$ cat src/rtl/instruction_loader_pkg.sv
// Shared definitions for the UART instruction loader.
// Holds the loader FSM state encoding, the load command byte and the
// end-of-program marker word.
package instruction_loader_pkg;

  typedef enum logic [1:0] {
    StIdle     = 2'd0,
    StAssemble = 2'd1,
    StWrite    = 2'd2,
    StRun      = 2'd3
  } loader_state_e;

  localparam logic [7:0]  LOAD_CMD   = 8'h4C;  // ASCII 'L'
  localparam logic [31:0] END_MARKER = 32'hFFFF_FFFF;

endpackage

$ cat src/rtl/loader_byte_assembler.sv
// Byte-to-word assembler for the instruction loader.
// Ports:
//   i_clk, i_reset  - clock and synchronous active-high reset
//   i_clear         - discard any partial word (shift register and count to 0)
//   i_accept        - i_byte is taken into the word this cycle
//   i_byte          - incoming byte, first byte of a word lands in bits [31:24]
//   o_word_next     - full word including the byte being accepted this cycle
//   o_word_ready    - strobe: the byte accepted this cycle completes a word
module loader_byte_assembler (
  input  logic        i_clk,
  input  logic        i_reset,
  input  logic        i_clear,
  input  logic        i_accept,
  input  logic [7:0]  i_byte,
  output logic [31:0] o_word_next,
  output logic        o_word_ready
);

  // Only the three older bytes need storing; the fourth is used straight
  // from the input when the word completes.
  logic [23:0] shift_q, shift_d;
  logic [1:0]  count_q, count_d;

  always_comb begin
    shift_d = shift_q;
    count_d = count_q;
    if (i_clear) begin
      shift_d = '0;
      count_d = '0;
    end else if (i_accept) begin
      shift_d = {shift_q[15:0], i_byte};
      count_d = count_q + 2'd1;
    end
  end

  always_ff @(posedge i_clk) begin
    if (i_reset) begin
      shift_q <= '0;
      count_q <= '0;
    end else begin
      shift_q <= shift_d;
      count_q <= count_d;
    end
  end

  assign o_word_next  = {shift_q, i_byte};
  assign o_word_ready = i_accept && (count_q == 2'd3);

endmodule

$ cat src/rtl/instruction_loader.sv
// UART-driven instruction loader.
// Waits for the 'L' command byte, then assembles following bytes MSB-first
// into 32-bit words and writes each one to instruction memory at consecutive
// word addresses. Loading ends on the all-ones end marker (which is still
// written) or when the address wraps; the pipeline is then released.
// Optional feature: define INSTRUCTION_LOADER_TIMEOUT_EN to abort a stalled
// word after TIMEOUT_CYCLES idle cycles in the assemble state.
// Ports:
//   i_clk, i_reset            - clock and synchronous active-high reset
//   i_rx_data, i_rx_valid     - received byte and its one-cycle strobe
//   o_write_instruction_flag  - instruction-memory write enable
//   o_instruction_to_write    - word to write (held between writes)
//   o_address_to_write_inst   - byte address of the write, zero-extended
//   o_halt                    - holds the fetch pipeline while not running
//   o_pipe_reset              - one-cycle pulse on entry to run
//   o_load_done               - high while the loaded program runs
//   o_overrun                 - one-cycle pulse when a byte was dropped
module instruction_loader
  import instruction_loader_pkg::*;
#(
  parameter int unsigned ADDR_WIDTH     = 8,
  parameter int unsigned TIMEOUT_CYCLES = 1000000
) (
  input  logic        i_clk,
  input  logic        i_reset,
  input  logic [7:0]  i_rx_data,
  input  logic        i_rx_valid,
  output logic        o_write_instruction_flag,
  output logic [31:0] o_instruction_to_write,
  output logic [31:0] o_address_to_write_inst,
  output logic        o_halt,
  output logic        o_pipe_reset,
  output logic        o_load_done,
  output logic        o_overrun
);

  if (ADDR_WIDTH < 2 || ADDR_WIDTH > 32) begin : g_addr_width_check
    $error("ADDR_WIDTH must be in the range 2..32");
  end
  if (TIMEOUT_CYCLES < 2) begin : g_timeout_check
    $error("TIMEOUT_CYCLES must be at least 2");
  end

  localparam logic [ADDR_WIDTH-1:0] AddrStep = ADDR_WIDTH'(4);

  loader_state_e         state_q, state_d;
  logic [ADDR_WIDTH-1:0] addr_q, addr_d;
  logic [ADDR_WIDTH-1:0] addr_inc;
  logic [ADDR_WIDTH-1:0] waddr_q, waddr_d;
  logic [31:0]           winst_q, winst_d;
  logic                  overrun_q, overrun_d;
  logic                  pipe_reset_q, pipe_reset_d;

  logic        is_load_cmd;
  logic        asm_clear;
  logic        asm_accept;
  logic [31:0] asm_word_next;
  logic        asm_word_ready;
  logic        timeout_hit;

  assign is_load_cmd = i_rx_valid && (i_rx_data == LOAD_CMD);
  assign addr_inc    = addr_q + AddrStep;

  loader_byte_assembler u_assembler (
    .i_clk        (i_clk),
    .i_reset      (i_reset),
    .i_clear      (asm_clear),
    .i_accept     (asm_accept),
    .i_byte       (i_rx_data),
    .o_word_next  (asm_word_next),
    .o_word_ready (asm_word_ready)
  );

`ifdef INSTRUCTION_LOADER_TIMEOUT_EN
  localparam int unsigned TmoW = $clog2(TIMEOUT_CYCLES);

  logic [TmoW-1:0] tmo_q;

  // Counts consecutive idle cycles inside ASSEMBLE; any accepted byte or
  // leaving ASSEMBLE restarts it.
  always_ff @(posedge i_clk) begin
    if (i_reset) begin
      tmo_q <= '0;
    end else if (state_q != StAssemble || i_rx_valid) begin
      tmo_q <= '0;
    end else begin
      tmo_q <= tmo_q + 1'b1;
    end
  end

  assign timeout_hit = (state_q == StAssemble) && !i_rx_valid &&
                       (tmo_q == TmoW'(TIMEOUT_CYCLES - 1));
`else
  assign timeout_hit = 1'b0;
`endif

  always_comb begin
    state_d      = state_q;
    addr_d       = addr_q;
    waddr_d      = waddr_q;
    winst_d      = winst_q;
    overrun_d    = 1'b0;
    asm_clear    = 1'b0;
    asm_accept   = 1'b0;

    unique case (state_q)
      StIdle, StRun: begin
        if (is_load_cmd) begin
          state_d   = StAssemble;
          addr_d    = '0;
          asm_clear = 1'b1;
        end
      end
      StAssemble: begin
        if (i_rx_valid) begin
          asm_accept = 1'b1;
          if (asm_word_ready) begin
            // Latch the write outputs now so they are valid in WRITE and
            // hold afterwards.
            state_d = StWrite;
            winst_d = asm_word_next;
            waddr_d = addr_q;
          end
        end else if (timeout_hit) begin
          state_d   = StIdle;
          asm_clear = 1'b1;
        end
      end
      StWrite: begin
        overrun_d = i_rx_valid;
        addr_d    = addr_inc;
        if (winst_q == END_MARKER || addr_inc == '0) begin
          state_d = StRun;
        end else begin
          state_d = StAssemble;
        end
      end
      default: state_d = StIdle;
    endcase

    pipe_reset_d = (state_d == StRun) && (state_q != StRun);
  end

  always_ff @(posedge i_clk) begin
    if (i_reset) begin
      state_q      <= StIdle;
      addr_q       <= '0;
      waddr_q      <= '0;
      winst_q      <= '0;
      overrun_q    <= 1'b0;
      pipe_reset_q <= 1'b0;
    end else begin
      state_q      <= state_d;
      addr_q       <= addr_d;
      waddr_q      <= waddr_d;
      winst_q      <= winst_d;
      overrun_q    <= overrun_d;
      pipe_reset_q <= pipe_reset_d;
    end
  end

  assign o_write_instruction_flag = (state_q == StWrite);
  assign o_instruction_to_write   = winst_q;
  assign o_address_to_write_inst  = 32'(waddr_q);
  assign o_halt                   = (state_q != StRun);
  assign o_load_done              = (state_q == StRun);
  assign o_pipe_reset             = pipe_reset_q;
  assign o_overrun                = overrun_q;

endmodule

$ cat config.mk
export PLATFORM = sky130hd
export DESIGN_NAME = instruction_loader
export DESIGN_NICKNAME = d
export VERILOG_FILES = /design/src/rtl/instruction_loader_pkg.sv /design/src/rtl/loader_byte_assembler.sv /design/src/rtl/instruction_loader.sv
export SDC_FILE = /design/constraint.sdc
export NUM_CORES = 1
export LEC_CHECK = 0
export ABC_AREA = 1
export CORE_ASPECT_RATIO = 1.2
export CORE_MARGIN = 8
export CORE_UTILIZATION = 40
export DETAILED_ROUTE_END_ITERATION = 7
export PLACE_DENSITY_LB_ADDON = 0.3
export SYNTH_ARGS = -nofsm -noshare
export SYNTH_HDL_FRONTEND = slang
export SYNTH_SLANG_ARGS = --single-unit
$ cat constraint.sdc
create_clock -name i_clk -period 4.7 [get_ports i_clk]
set_input_delay 0.94 -clock i_clk [delete_from_list [all_inputs] [get_ports i_clk]]
set_output_delay 0.94 -clock i_clk [all_outputs]
set_load 0.01 [all_outputs]
### Word-level counts from Yosys, hierarchy flattened

Cells that the tools add are included.

| storage, ports and cells | value |
|---|---|
| register bits | 78 |
| output and inout bits | 69 |

| cells by class | value |
|---|---|
| add/subtract/negate cells | 2 |
| equal/unequal tests | 9 |
| muxes and demuxes | 11 |
| bitwise operators | 1 |
| reduce and logical (&&, ||, !) cells | 12 |

Operators with widths:

| operator | number |
|---|---|
| 32-bit == test, second input constant | 1 |
| 8-bit one-hot mux with 2 select lines | 1 |
| 8-bit by 3-bit adder with 8-bit output, second input constant | 1 |
| 2-bit == test, second input constant | 4 |
| 8-bit by 7-bit == test with 1-bit output, second input constant | 1 |
| 8-bit zero test | 1 |
| 2-bit two-way mux | 4 |
| 8-bit two-way mux | 1 |
| 2-bit one-hot mux with 3 select lines | 1 |
| 2-bit OR reduction | 3 |
| 1-bit two-way mux | 4 |
| 2-bit inequality test, second input constant | 2 |
| 1-bit logical AND | 3 |
| 3-bit AND reduction | 1 |
| 2-bit by 1-bit adder with 2-bit output, second input constant | 1 |
| 2-bit by 1-bit == test with 1-bit output, second input constant | 1 |
| 2-bit zero test | 1 |
| 2-bit AND reduction | 1 |
| 2-bit nonzero test | 1 |
| 1-bit logical OR | 1 |
| 1-bit inverter | 1 |

### Logic depth before layout (Yosys ltp)

Gate-level depths: netlist of the first run.

| depth | value |
|---|---|
| depth after elaboration | 8 |
| gate-level depth with buffers | 10 |
| gate-level depth less buffers | 10 |

### Modules after synthesis

A second synthesis of the first run with hierarchy kept.

| unflattened totals | value |
|---|---|
| cell total of the unflattened synthesis | 489 |
| area total of the unflattened synthesis | 3,413.3 sq um |

By module, submodules not included:

| module | times used | cells an instance | area each (sq um) | sequential area each (sq um) |
|---|---|---|---|---|
| instruction_loader | 1 | 314 | 2,245.9 | 960.9 |
| loader_byte_assembler | 1 | 175 | 1,167.4 | 520.5 |

### Worst setup path before layout of the first run

OpenSTA, ideal clock, no wires.

| timing path | value |
|---|---|
| kind | in2reg |
| start | input port i_rx_data[4] |
| end | register addr_q[2] |
| library setup time | 0.128 ns |
| arrival time | 1.630 ns |
| path slack | 2.942 ns |
| stages on the path | 6 |
| cell sequence | nor3_1 > nand3_2 > nand2_4 > o21ai_1 > o21ai_0 > nor2_1 |

| on the way | value |
|---|---|
| longest elaborated chain between the ends | 4 |

Ends and longest elaborated chain:

| what | RTL line | source |
|---|---|---|
| start, declared | instruction_loader.sv:26 | `input logic [7:0] i_rx_data,` |
| 8-bit by 7-bit == test with 1-bit output | instruction_loader.sv:61 | `assign is_load_cmd = i_rx_valid && (i_rx_data == LOAD_CMD);` |
| 1-bit logical AND | instruction_loader.sv:61 |  |
| 2-bit inequality test (no line) | n/a |  |
| 2-bit AND reduction (no line) | n/a |  |
| end signal, assigned | instruction_loader.sv:154 | `addr_q <= addr_d;` |
| end, declared | instruction_loader.sv:47 | `logic [ADDR_WIDTH-1:0] addr_q, addr_d;` |

Every way passes these cells.
A chain may end at the register's enable or synchronous reset.

### Worst setup path in the final report of the first run

| timing path | value |
|---|---|
| start | input port i_rx_valid |
| end | register pipe_reset_q, in the netlist o_pipe_reset |

| on the way | value |
|---|---|
| longest elaborated chain between the ends | 8 |

Ends and longest elaborated chain:

| what | RTL line | source |
|---|---|---|
| start, declared | instruction_loader.sv:27 | `input logic i_rx_valid,` |
| 1-bit two-way mux | instruction_loader.sv:115 | `if (i_rx_valid) begin` |
| 1-bit two-way mux | instruction_loader.sv:106 | `unique case (state_q)` |
| 1-bit logical AND | loader_byte_assembler.sv:47 | `assign o_word_ready = i_accept && (count_q == 2'd3);` |
| 2-bit two-way mux | instruction_loader.sv:117 | `if (asm_word_ready) begin` |
| 2-bit two-way mux | instruction_loader.sv:115 |  |
| 2-bit one-hot mux with 3 select lines (*) | instruction_loader.sv:106 |  |
| 2-bit == test (*) | instruction_loader.sv:141 | `pipe_reset_d = (state_d == StRun) && (state_q != StRun);` |
| 1-bit logical AND (*) | instruction_loader.sv:141 |  |
| end signal, assigned | instruction_loader.sv:158 | `pipe_reset_q <= pipe_reset_d;` |
| end, declared | instruction_loader.sv:52 | `logic pipe_reset_q, pipe_reset_d;` |

Every way passes the cells marked *; elsewhere a longest branch is shown, timed or not.

==> results_dict.tcl, run 1 <==
set metrics [dict create \
    status "completed" \
    yosysSeqAreaShare 0.459 \
    r2r_slack_ns 2.37 \
    grt_max_degree 63 \
    total_switching_power_uw 284 \
    syn_area_um2 3230 \
    cts_tree "done" \
    r2r_start "state_q[1]$_SDFF_PP0_" \
    ant_nets 0 \
    synthToLayoutAreaGrowth_pct 19.2 \
    dieArea_um2 11200 \
    clkSinkCount 74 \
    cts.reportedPaths.clkPinSlew_ns 0.08 \
    p_comb_frac 0.033 \
    period_needed_ns 2.80 \
    drc_errors 0 \
    startpoint "i_rx_valid" \
    cts_setup_buffers 0 \
    num_rows 36 \
    wl_per_cell_um 13.3 \
    cts_max_path_buffers 2 \
    end_kind "flop" \
    tns_ns 0 \
    drtIter0Drc 159 \
    hold_class "flop to flop" \
    rsz0062_at_grt "false" \
    h-tree-depth 3 \
    p_int_uw 836 \
    skew_ns 0.00832 \
    antenna_found_initial 0 \
    fin_crit_sh 0.595 \
    dr.pass1.iters 5 \
    path_class "primary input to flop" \
    clockPowerShare 0.408 \
    grt_pass1_wl_mm 12.6 \
    die_y_um 114 \
    r2r-end "o_pipe_reset$_SDFF_PP0_" \
    clockRootBuffer "clkbuf_8" \
    ys_types 29 \
    holdBufCountCts 0 \
    hpwl_mm 5.19 \
    drive_gt1_frac 0.0740 \
    io_buffers 53 \
    viasPerCell 4.85 \
    place_congestion 0.767 \
    seqPwrFrac 0.560 \
    clkLatencyLatePin_ns 0.35 \
    core_um2 7970 \
    grt_overflow 0 \
    finalHoldViolations 0 \
    cp_max_fo 42 \
    place_area_um2 3660 \
    synth_warnings 0 \
    post_cts_resized 0 \
    grt_use_total 0.136 \
    maxCapViolCount 0 \
    endpoint "o_pipe_reset$_SDFF_PP0_" \
    startpoint_type "primary input" \
    worstPathArrival_ns 3.03 \
    p_per_area_nw_per_um2 291 \
    ir_drop_mv 0.160 \
    syn_avg_cell_area_um2 7.59 \
    required_ns 4.93 \
    swShare 0.253 \
    vias 2754 \
    numCtsBuffers 9 \
    antenna_cells 0 \
    setup_viol 0 \
    syn_inst 425 \
    tightest_slew_ns 0.770 \
    nNetsFinal 484 \
    fmax_mhz 357 \
    p_leak_nw 1.29 \
    hold_depth 2 \
    reg2reg_depth 9 \
    maxSlewViolCount 0 \
    grt_pass1_vias 2684 \
    initial_core_util 0.405 \
    finalHoldWorstSlack_ns 0.467 \
    fill_cells 808 \
    die_width_um 98.0 \
    ios 80 \
    wl_mm 7.53 \
    post-route-cell-area_um2 3840 \
    ys_seq_elements 74 \
    maxSlewHeadroom 0.485 \
    fin_util 0.482 \
]
==> flip-flops by register name, summed over array words and instances (netlist names) <==
name / cells
u_assembler.count_q: 2
o_overrun: 1
o_instruction_to_write: 32
addr_q: 6
u_assembler.shift_q: 24
waddr_q: 6
state_q: 2
o_pipe_reset: 1
==> logic make-up after synthesis <==
family                     after synthesis  share of synthesized area
DFF                                     74                      0.459
buffers and inverters                   65                      0.121
xor gates and xnor gates                 1                    0.00272
and+or+nand+nor                        197                      0.262
adders and majority gates                5                     0.0194
other                                    1                    0.00116
AOI/OAI and AO/OA                       82                      0.135
==> layout make-up <==
type | instances | area, um^2 | area share
Clock buffer | 9 | 124 | 0.0322
Clock inverter | 7 | 58.8 | 0.0153
Tap cell | 95 | 119 | 0.0309
Timing Repair Buffer | 56 | 553 | 0.144
Multi-Input combinational cell | 311 | 1450 | 0.377
Inverter | 16 | 60.1 | 0.0156
Sequential cell | 74 | 1480 | 0.385
==> cells in the mapped netlist, drive strengths merged <==
cell,instances,area (um^2)
nand2,125,494
dfxtp,74,1480
a21oi,70,365
nand3,46,240
buf,42,293
nor2,21,78.8
inv,16,60.1
o21ai,10,53.8
clkbuf,7,36.3
ha,5,62.6
nor3,3,20.0
a211oi,1,7.51
a22oi,1,7.51
and3,1,6.26
conb,1,3.75
nand4,1,6.26
xor2,1,8.76
==> metal layers <==
layer / up-vias / GRT usage / part of all wire
li1: 1433 / - / -
met1: 1232 / 0.155 / 0.45
met2: 77 / 0.224 / 0.46
met3: 12 / 0.0487 / 0.074
met4: 0 / 0.0625 / 0.018
met5: - / 0 / 0
==> cell usage in the layout, fill, tap and decap left out, drive strengths merged <==
cell type and n:
nand2 125, dfxtp 74, a21oi 70, clkdlybuf4s50 53
nand3 46, conb 26, nor2 21, inv 20
o21ai 10, clkbuf 9, ha 5, buf 3
nor3 3, clkinvlp 2, a211oi 1, nand4 1
a22oi 1, and3 1, xor2 1, clkinv 1
==> critical path, cell delays in order <==
cell,delay (ns)
clkdlybuf4s50_1,0.53
nand2_2,0.32
inv_2,0.15
nand2_2,0.45
o21ai_0,0.35
nand3_1,0.14
nand3_1,0.09
a21oi_1,0.05
==> metrics by stage <==
stage	setup WS (ns)	total power, mW	std cells
2_1_floorplan	2.94	0.681	450
3_3_place_gp	1.65	0.677	552
3_5_place_dp	1.53	0.677	552
4_1_cts	1.90	1.13	568
5_1_grt	1.72	1.16	568
6_report	1.90	1.12	568
==> how the worst min path moves through the flow <==
stage / end / startpoint / slack, ns
final: u_assembler.shift_q[20]$_SDFFE_PP0P_ / u_assembler.shift_q[20]$_SDFFE_PP0P_ / 0.47
after global placement: u_assembler.shift_q[22]$_SDFFE_PP0P_ / u_assembler.shift_q[22]$_SDFFE_PP0P_ / 0.45
after CTS: u_assembler.shift_q[20]$_SDFFE_PP0P_ / u_assembler.shift_q[20]$_SDFFE_PP0P_ / 0.47
after detailed placement: u_assembler.shift_q[20]$_SDFFE_PP0P_ / u_assembler.shift_q[20]$_SDFFE_PP0P_ / 0.45
after global routing: u_assembler.shift_q[19]$_SDFFE_PP0P_ / u_assembler.shift_q[19]$_SDFFE_PP0P_ / 0.48
after floorplan: u_assembler.shift_q[21]$_SDFFE_PP0P_ / u_assembler.shift_q[21]$_SDFFE_PP0P_ / 0.44
==> power by group through the flow <==
| stage | sequential, mW | combinational [mW] | clock [mW] |
|---|---|---|---|
| 2_1_floorplan | 0.641 | 0.0400 | 0 |
| 6_report | 0.627 | 0.0365 | 0.457 |
| 3_5_place_dp | 0.641 | 0.0355 | 0 |
| 4_1_cts | 0.627 | 0.0355 | 0.466 |
| 3_3_place_gp | 0.641 | 0.0352 | 0 |
| 5_1_grt | 0.627 | 0.0408 | 0.497 |
No activity file was read; power rests on OpenSTA's default activity.
==> inputs of run 2 (changes only) <==
==> constraint.sdc (replaced) <==
create_clock -name i_clk -period 2.3 [get_ports i_clk]
set_input_delay 0.46 -clock i_clk [delete_from_list [all_inputs] [get_ports i_clk]]
set_output_delay 0.46 -clock i_clk [all_outputs]
set_load 0.01 [all_outputs]
==> run 2 against run 1 <==
Against the previous run:
- routed wire length grew 2.7%
- cell count increased by 0.35%
- register-to-register slack worse by 1.8 ns
- setup slack worse by 1.7 ns
- clock power grew 110%
- die area stayed put
- design area increased by 1.1%
- critical path depth down 5
- combinational power grew 110%
- via count up 2.4%
- highest routed layer unchanged
==> results_dict.tcl, run 2 (synthesized netlist as in run 1, its figures left out) <==
set metrics [dict create \
    die_y_um 114 \
    wl_per_cell_um 13.6 \
    grt_overflow 0 \
    p_int_mw 1.82 \
    viasPerCell 4.95 \
    drive_gt1_frac 0.0779 \
    clkSinkCount 74 \
    drc_errors 0 \
    worstPathArrival_ns 1.66 \
    fin_crit_sh 0.921 \
    vias 2819 \
    period_needed_ns 2.12 \
    p_leak_nw 1.32 \
    core_um2 7970 \
    drtIter0Drc 132 \
    h-tree-depth 3 \
    maxSlewViolCount 0 \
    antenna_cells 0 \
    skew_ns 0.00684 \
    cp_slowest_cell "clkdlybuf4s50_1" \
    place_congestion 0.777 \
    total_switching_power_uw 515 \
    clkLatencyLatePin_ns 0.34 \
    ir_drop_mv 0.328 \
    cts_max_path_buffers 2 \
    tns_ns 0 \
    holdBufCountCts 0 \
    mostFrequentLayoutCell "nand2_1" \
    maxCapViolCount 0 \
    grt_use_total 0.142 \
    fmax_mhz 472 \
    wl_mm 7.73 \
    grt_pass1_vias 2796 \
    cts_setup_buffers 0 \
    path_class "flop to primary output" \
    grt_pass1_wl_mm 13.0 \
    nNetsFinal 487 \
    setup_viol 0 \
    io_buffers 53 \
    clockPowerShare 0.420 \
    status "completed" \
    num_rows 36 \
    initial_core_util 0.405 \
    ios 80 \
    fill_cells 834 \
    hpwl_mm 5.39 \
    dieArea_um2 11200 \
    antenna_found_initial 0 \
    cp_max_fo 7 \
    mostFrequentLayoutCells "nand2_1, dfxtp_1, a21oi_1" \
    end_kind "primary output" \
    cts_tree "done" \
    numCtsBuffers 9 \
    seqPwrFrac 0.548 \
    p_comb_frac 0.032 \
    crit_chain "inv_1 > ha_1 > clkdlybuf4s50_1" \
    rsz0062_at_grt "false" \
    synthToLayoutAreaGrowth_pct 20.6 \
    finalHoldViolations 0 \
    required_ns 1.84 \
    clockRootBuffer "clkbuf_8" \
    largest_reg_flops 32 \
    grt_max_degree 63 \
    cpPeakStageDelay_ns 0.60 \
    hold_class "flop to flop" \
    dr.pass1.iters 4 \
    cts.reportedPaths.clkPinSlew_ns 0.07 \
    swShare 0.220 \
    startpoint_type "flop" \
    post_cts_resized 0 \
    die_width_um 98.0 \
    p_per_area_nw_per_um2 601 \
    finalHoldWorstSlack_ns 0.464 \
    ant_nets 0 \
]
[run 2: cell count changes in the layout (fill, tap and decap cells not counted), sizes merged]
cell | before | now
clkinv | 1 | 3
inv | 20 | 17
clkbuf | 9 | 10
bufinv | 0 | 1
buf | 3 | 6
clkinvlp | 2 | 0
[run 2: final timing paths]
| kind | startpoint | to | slack, ns | cells after the start |
|---|---|---|---|---|
| worst max-delay path | state_q[0]$_SDFF_PP0_ | o_write_instruction_flag | 0.18 | 3 |
| worst min-delay path | waddr_q[6]$_SDFFE_PP0P_ | waddr_q[6]$_SDFFE_PP0P_ | 0.46 | 2 |
| worst max register to register | state_q[0]$_SDFF_PP0_ | addr_q[2]$_SDFFE_PP0P_ | 0.61 | 9 |
| worst min register to register | waddr_q[6]$_SDFFE_PP0P_ | waddr_q[6]$_SDFFE_PP0P_ | 0.46 | 2 |
[run 2: area by class of cell]
| cell class | instances | area [um^2] | area share |
|---|---|---|---|
| well taps | 95 | 119 | 0.0306 |
| clock inverters | 5 | 53.8 | 0.0138 |
| repair buffers | 59 | 588 | 0.151 |
| clock buffers | 10 | 138 | 0.0354 |
| multi-input cells | 311 | 1450 | 0.373 |
| flip-flops and latches | 74 | 1480 | 0.381 |
| inverters | 16 | 60.1 | 0.0154 |
[run 2: power by group through the flow]
stage	Sequential (mW)	Combinational (mW)	Clock (mW)
2_1_floorplan	1.31	0.0818	0
3_3_place_gp	1.31	0.0726	0
3_5_place_dp	1.31	0.0731	0
4_1_cts	1.28	0.0730	1.01
5_1_grt	1.28	0.0832	1.06
6_report	1.28	0.0751	0.982
[run 2: per-stage QoR]
stage	cells	area, um^2	worst slack (ns)	utilization	total power, mW
floorplan	450	3320	0.801	-	1.39
global placement	555	3700	0.345	0.464	1.38
detailed placement	555	3700	0.312	0.464	1.38
CTS	570	3890	0.148	0.488	2.36
global route	570	3890	0.103	0.488	2.42
finish	570	3890	0.182	0.488	2.34
[run 2: metal layers]
metal / global-route usage / part of all wire / vias to the layer above
li1: - / - / 1429
met3: 0.0523 / 0.073 / 10
met5: 0 / 0 / -
met4: 0.0594 / 0.015 / 0
met2: 0.238 / 0.47 / 76
met1: 0.159 / 0.44 / 1304
[run 2: critical path: cells and delay by family (launching register included)]
family / cells / cell delay (ns)
buf+inv: 2 / 0.68
flops: 1 / 0.33
fa+ha+maj: 1 / 0.31
